--- src/rtl/rotl_arbiter.sv ---
// Two-requester round-robin front end for a shared, registered rotate-left unit.
// One operation in flight; rotate-right is folded onto rotate-left by negating the shift.
module rotl_arbiter #(
  parameter int unsigned DATA_WIDTH  = 256,
  parameter int unsigned SHIFT_WIDTH = 8,
  parameter int unsigned ROT_LATENCY = 1
) (
  input  logic                   i_clk,
  input  logic                   i_rst,
  input  logic                   i_req0_valid,
  output logic                   o_req0_ready,
  input  logic                   i_req0_op,
  input  logic [DATA_WIDTH-1:0]  i_req0_data,
  input  logic [SHIFT_WIDTH-1:0] i_req0_shift,
  input  logic                   i_req1_valid,
  output logic                   o_req1_ready,
  input  logic                   i_req1_op,
  input  logic [DATA_WIDTH-1:0]  i_req1_data,
  input  logic [SHIFT_WIDTH-1:0] i_req1_shift,
  output logic                   o_rsp0_valid,
  input  logic                   i_rsp0_ready,
  output logic [DATA_WIDTH-1:0]  o_rsp0_data,
  output logic                   o_rsp1_valid,
  input  logic                   i_rsp1_ready,
  output logic [DATA_WIDTH-1:0]  o_rsp1_data,
  output logic                   o_rot_enable,
  output logic [DATA_WIDTH-1:0]  o_rot_a,
  output logic [DATA_WIDTH-1:0]  o_rot_shift,
  input  logic [DATA_WIDTH-1:0]  i_rot_result,
  output logic                   o_busy
);

  localparam int unsigned CntWidth = (ROT_LATENCY > 1) ? $clog2(ROT_LATENCY) : 1;

  typedef enum logic [1:0] {StIdle, StIssue, StWait, StResp} state_e;

  state_e                 r_state;
  state_e                 w_next_state;
  logic                   r_owner;
  logic                   r_last_grant;
  logic [DATA_WIDTH-1:0]  r_a;
  logic [SHIFT_WIDTH-1:0] r_shift;
  logic [CntWidth-1:0]    r_cnt;
  logic [DATA_WIDTH-1:0]  r_result;

  logic                   w_grant;
  logic                   w_sel_valid;
  logic                   w_sel_op;
  logic [DATA_WIDTH-1:0]  w_sel_data;
  logic [SHIFT_WIDTH-1:0] w_sel_shift;
  logic [SHIFT_WIDTH-1:0] w_neg_shift;
  logic [SHIFT_WIDTH-1:0] w_eff_shift;
  logic                   w_rsp_ready;
  logic                   w_active;

  // Contested cycles go to the requester that did not win last time.
  always_comb begin
    w_grant = 1'b0;
    if (i_req0_valid && i_req1_valid) begin
      w_grant = ~r_last_grant;
    end else if (i_req1_valid) begin
      w_grant = 1'b1;
    end
  end

  assign w_sel_valid = w_grant ? i_req1_valid : i_req0_valid;
  assign w_sel_op    = w_grant ? i_req1_op    : i_req0_op;
  assign w_sel_data  = w_grant ? i_req1_data  : i_req0_data;
  assign w_sel_shift = w_grant ? i_req1_shift : i_req0_shift;

  // DATA_WIDTH is 2**SHIFT_WIDTH, so (DATA_WIDTH - s) mod DATA_WIDTH is just -s.
  assign w_neg_shift = '0 - w_sel_shift;
  assign w_eff_shift = w_sel_op ? w_neg_shift : w_sel_shift;
  assign w_rsp_ready = r_owner ? i_rsp1_ready : i_rsp0_ready;

  always_comb begin
    w_next_state = r_state;
    o_req0_ready = 1'b0;
    o_req1_ready = 1'b0;
    case (r_state)
      StIdle: begin
        o_req0_ready = i_req0_valid & ~w_grant;
        o_req1_ready = i_req1_valid & w_grant;
        if (w_sel_valid) w_next_state = StIssue;
      end
      StIssue: w_next_state = StWait;
      StWait:  if (r_cnt == '0) w_next_state = StResp;
      StResp:  if (w_rsp_ready) w_next_state = StIdle;
      default: w_next_state = StIdle;
    endcase
  end

  always_ff @(posedge i_clk) begin
    if (i_rst) begin
      r_state      <= StIdle;
      r_owner      <= 1'b0;
      r_last_grant <= 1'b1;
      r_a          <= '0;
      r_shift      <= '0;
      r_cnt        <= '0;
      r_result     <= '0;
    end else begin
      r_state <= w_next_state;
      case (r_state)
        StIdle: begin
          if (w_sel_valid) begin
            r_owner <= w_grant;
            r_a     <= w_sel_data;
            r_shift <= w_eff_shift;
          end
        end
        StIssue: r_cnt <= CntWidth'(ROT_LATENCY - 1);
        StWait: begin
          if (r_cnt == '0) r_result <= i_rot_result;
          else             r_cnt    <= r_cnt - CntWidth'(1);
        end
        StResp:  if (w_rsp_ready) r_last_grant <= r_owner;
        default: ;
      endcase
    end
  end

  assign w_active     = (r_state == StIssue) || (r_state == StWait);
  assign o_rot_enable = (r_state == StIssue);
  assign o_rot_a      = w_active ? r_a : '0;
  assign o_rot_shift  = w_active ? {{(DATA_WIDTH - SHIFT_WIDTH){1'b0}}, r_shift} : '0;
  assign o_rsp0_valid = (r_state == StResp) && !r_owner;
  assign o_rsp1_valid = (r_state == StResp) && r_owner;
  assign o_rsp0_data  = o_rsp0_valid ? r_result : '0;
  assign o_rsp1_data  = o_rsp1_valid ? r_result : '0;
  assign o_busy       = (r_state != StIdle);

endmodule

--- config.mk ---
export PLATFORM = sky130hd
export DESIGN_NAME = rotl_arbiter
export DESIGN_NICKNAME = d
export VERILOG_FILES = /design/src/rtl/rotl_arbiter.sv
export SDC_FILE = /design/constraint.sdc
export NUM_CORES = 2
export LEC_CHECK = 0
export CAP_MARGIN = 30
export CORE_AREA = 2 2 711 713
export CTS_CLUSTER_SIZE = 28
export DETAILED_ROUTE_END_ITERATION = 7
export DIE_AREA = 0 0 713 715
export PLACE_DENSITY = 0.32
export RECOVER_POWER = 100
export SLEW_MARGIN = 5
export SYNTH_ARGS = -nofsm -noshare
export SYNTH_HDL_FRONTEND = slang
export SYNTH_SLANG_ARGS = --single-unit
export TNS_END_PERCENT = 100
--- constraint.sdc ---
create_clock -name i_clk -period 2.7 [get_ports i_clk]
set_input_delay 0.27 -clock i_clk [delete_from_list [all_inputs] [get_ports i_clk]]
set_output_delay 0.27 -clock i_clk [all_outputs]
set_load 0.01 [all_outputs]
==> results.json <==
{
  "viasPerCell": 2.70,
  "synth-edff-count": 0,
  "synth_top_cell_by_area": "dfxtp_1",
  "path_clk_slew_ns": 0.06,
  "ioPinCount": 1822,
  "std_cell_rows": 261,
  "crit_family": "buffers and inverters",
  "antenna_found_initial": 101,
  "use_met1_pct": 12.9,
  "overflow": 0,
  "drtAntennaViolNets": 0,
  "drv_cap": 0,
  "power_density_nw_per_um2": 781,
  "crit_chain": "inv_4, ha_4, buf_16, buf_16, and2_1, clkdlybuf4s50_1",
  "totalWireLength_um": 302000,
  "finalNetCount": 6483,
  "leakage_nw": 27.7,
  "synthCells": 3500,
  "finalHoldViolCount": 0,
  "start_util_pct": 5.55,
  "yosys.area.top_type_share_pct": 37.6,
  "cpMostUsedCell": "buf_16",
  "crit_buf_inv": 4,
  "slew_headroom_pct": 48.5,
  "fin_tns_setup_ns": -70.01,
  "startpoint": "r_state[1]$_SDFFE_PP0P_",
  "top_usage_layer": "met2",
  "drc": 0,
  "use_met2_pct": 16.2,
  "wl_per_cell_um": 24.1,
  "multi_input_area_um2": 16000,
  "instances_no_fill": 12500,
  "core_region_area_um2": 503000,
  "worstMarginPinSlew_ns": 0.772,
  "dr.pass1.iters": 5,
  "power_frac_comb_pct": 51.3,
  "fin_area_um2": 64400,
  "cp_slowest_cell": "clkdlybuf4s50_1",
  "max_stage_delay_ns": 0.54,
  "cp.arrival_ns": 2.73,
  "synth_seq_cells": 524,
  "power_mw": 50.3,
  "fmax_mhz": 333,
  "yosysSeqAreaShare_pct": 37.6,
  "cp-start-kind": "register",
  "status": "finished, violations left",
  "pwr-share-seq_pct": 26.6,
  "grt_pass1_vias": 32800,
  "synthTopCellsByArea": "dfxtp_1, and2_1, mux2i_1",
  "swShare_pct": 41.1,
  "numPortBuffers": 1573,
  "failed_checks": "negative setup slack",
  "rrSetupSlack_ns": 0.17,
  "endpoint_kind": "output pin",
  "synth_ff_type": "dfxtp_1",
  "fin_skew_ns": 0.0345,
  "numCtsBuffers": 82,
  "critPathKind": "register to output pin",
  "synth_area_per_cell_um2": 7.98,
  "finalCritPeriodShare_pct": 111,
  "pwr-share-clk_pct": 22.1,
  "clock-sinks": 524,
  "layout-drive-gt1-share_pct": 23.3,
  "ff_latch_area_um2": 10500,
  "fill_cells": 57800,
  "gp_congestion": 0.841,
  "via_count": 33900,
  "fp.dieH_um": 715,
  "p_int_mw": 29.6,
  "cts_tree": "yes",
  "hp-class": "input pin to register",
  "final_core_util_pct": 12.8,
  "clock_path_buffers": 4,
  "grt_pass1_wl_um": 362000,
  "die_area_um2": 510000,
  "setup_viol": 461,
  "p_sw_mw": 20.7,
  "grt.total_usage_pct": 10.9,
  "maxSlewViolCount": 0,
  "synth_cell_types": 38,
  "ir_drop_uv": 412,
  "hold_start": "i_req1_data[203]",
  "ys_warn_count": 0,
  "worstPathRequired_ns": 2.43,
  "root_buffer": "clkbuf_16",
  "first_iter_violations": 1983,
  "fp.dieW_um": 713,
  "globalRouteMet3Util_pct": 7.44,
  "async_flop_share_pct": 0,
  "htree_num_levels": 3,
  "rsz0062_at_grt": "yes",
  "cp_max_fo": 36,
  "layout_setup_ws_ns": -0.305,
  "r2r_start": "r_state[1]$_SDFFE_PP0P_",
  "dpl_cell_area_um2": 53100,
  "syn_to_final_growth_pct": 131,
  "dp_cells": 11600,
  "fin_crit_ns": 3.00,
  "dp_hpwl_um": 246000,
  "grt_max_degree": 83,
  "clk_latency_ns": 0.82,
  "mappedNetlistArea_um2": 27900
}
-- synthesized netlist by cell type, types with 3 or more instances --
| cell type | instances |
|---|---|
| a311oi_1 | 259 |
| xor2_1 | 3 |
| buf_4 | 269 |
| inv_1 | 6 |
| buf_1 | 6 |
| and3_1 | 258 |
| clkbuf_1 | 188 |
| a21oi_1 | 7 |
| nor2_1 | 527 |
| ha_1 | 6 |
| nand2_1 | 525 |
| and2_1 | 521 |
| dfxtp_1 | 524 |
| o31ai_1 | 4 |
| buf_2 | 102 |
| xnor2_1 | 6 |
| mux2i_1 | 262 |
-- path summary, 6_finish.rpt --
check / end / depth (start not counted)
max: o_rot_a[184] / 6
min: r_a[203]$_SDFFE_PP0P_ / 3
max reg2reg: r_a[26]$_SDFFE_PP0P_ / 10
min reg2reg: r_shift[3]$_SDFFE_PP0P_ / 2
-- cell type report --
type | instances | area share [%]
repair buffers | 2420 | 41.4
multi-input cells | 2651 | 24.8
flip-flops and latches | 524 | 16.3
well taps | 6706 | 13.0
clock buffers | 113 | 3.65
clock inverters | 22 | 0.410
diodes | 90 | 0.350
inverters | 6 | 0.0388
-- repair_timing --
action,4_1_cts,5_1_grt
hold endpoints to repair,338,0
endpoints found under the setup margin,758,764
buffers inserted,21,96
pin swaps,0,9
hold buffers,525,0
cloned,9,48
resized for setup,270,1809
-- through the flow --
stage | worst slack (ns) | hold WS [ns]
finish | -0.305 | 0.100
global route | -0.429 | 0.0422
CTS | -0.608 | 0.000309
detailed placement | 0.0678 | 0.448
global placement | 0.0633 | 0.448
floorplan | 0.587 | 0.417
-- metal layers --
layer | vias up | part of all wire [%]
li1 | 15700 | -
met1 | 16500 | 41
met2 | 1437 | 42
met3 | 214 | 15
met4 | 22 | 2.1
met5 | - | 0.061
-- worst register-to-register path, cell delays in order (launching register included) --
cell and delay (ns):
dfxtp_4 0.37, inv_4 0.07, ha_4 0.16, inv_1 0.09, nor2_4 0.14, buf_12 0.19, buf_12 0.27, buf_4 0.25
nor2_1 0.05, a311oi_1 0.26, dlygate4sd3_1 0.60
-- state kept, by name, indices dropped and copies added, names as in the netlist --
register      count
r_a             256
r_last_grant      1
r_state           2
r_shift           8
r_result        256
r_owner           1
-- cells in the final DEF (no fill, tap or decap), types with 143 or more instances in the layout --
cell type	synthesis	final
dlymetal6s2s_1	0	146
clkdlybuf4s50_1	0	846
buf_6	1	202
and2_4	0	204
and2_1	521	314
conb_1	1	248
clkbuf_2	0	170
nand2_1	525	525
mux2i_1	262	262
dlygate4sd3_1	0	525
nor2_1	527	527
a311oi_1	259	259
and3_1	258	169
dfxtp_1	524	520
buf_4	269	143
buf_12	0	230
-- power by group through the flow --
stage / registers [mW] / logic [mW] / clock network (mW)
final: 13.4 / 25.8 / 11.1
after global routing: 13.5 / 28.1 / 11.9
after CTS: 13.2 / 23.1 / 11.8
after detailed placement: 13.4 / 19.7 / 0
after global placement: 13.5 / 19.8 / 0
after floorplan: 10.8 / 9.39 / 0
-- cell families after synthesis --
family / Yosys count / share of synthesized area [%]
multiplexers: 262 / 9.39
other: 1 / 0.0134
XOR/XNOR: 9 / 0.282
flip-flops: 524 / 37.6
AND/OR/NAND/NOR: 1841 / 31.9
adder cells (fa/ha/maj): 6 / 0.269
AO/OA/AOI/OAI: 285 / 8.81
buffers and inverters: 572 / 11.8
(Power assumes the default switching activity.)
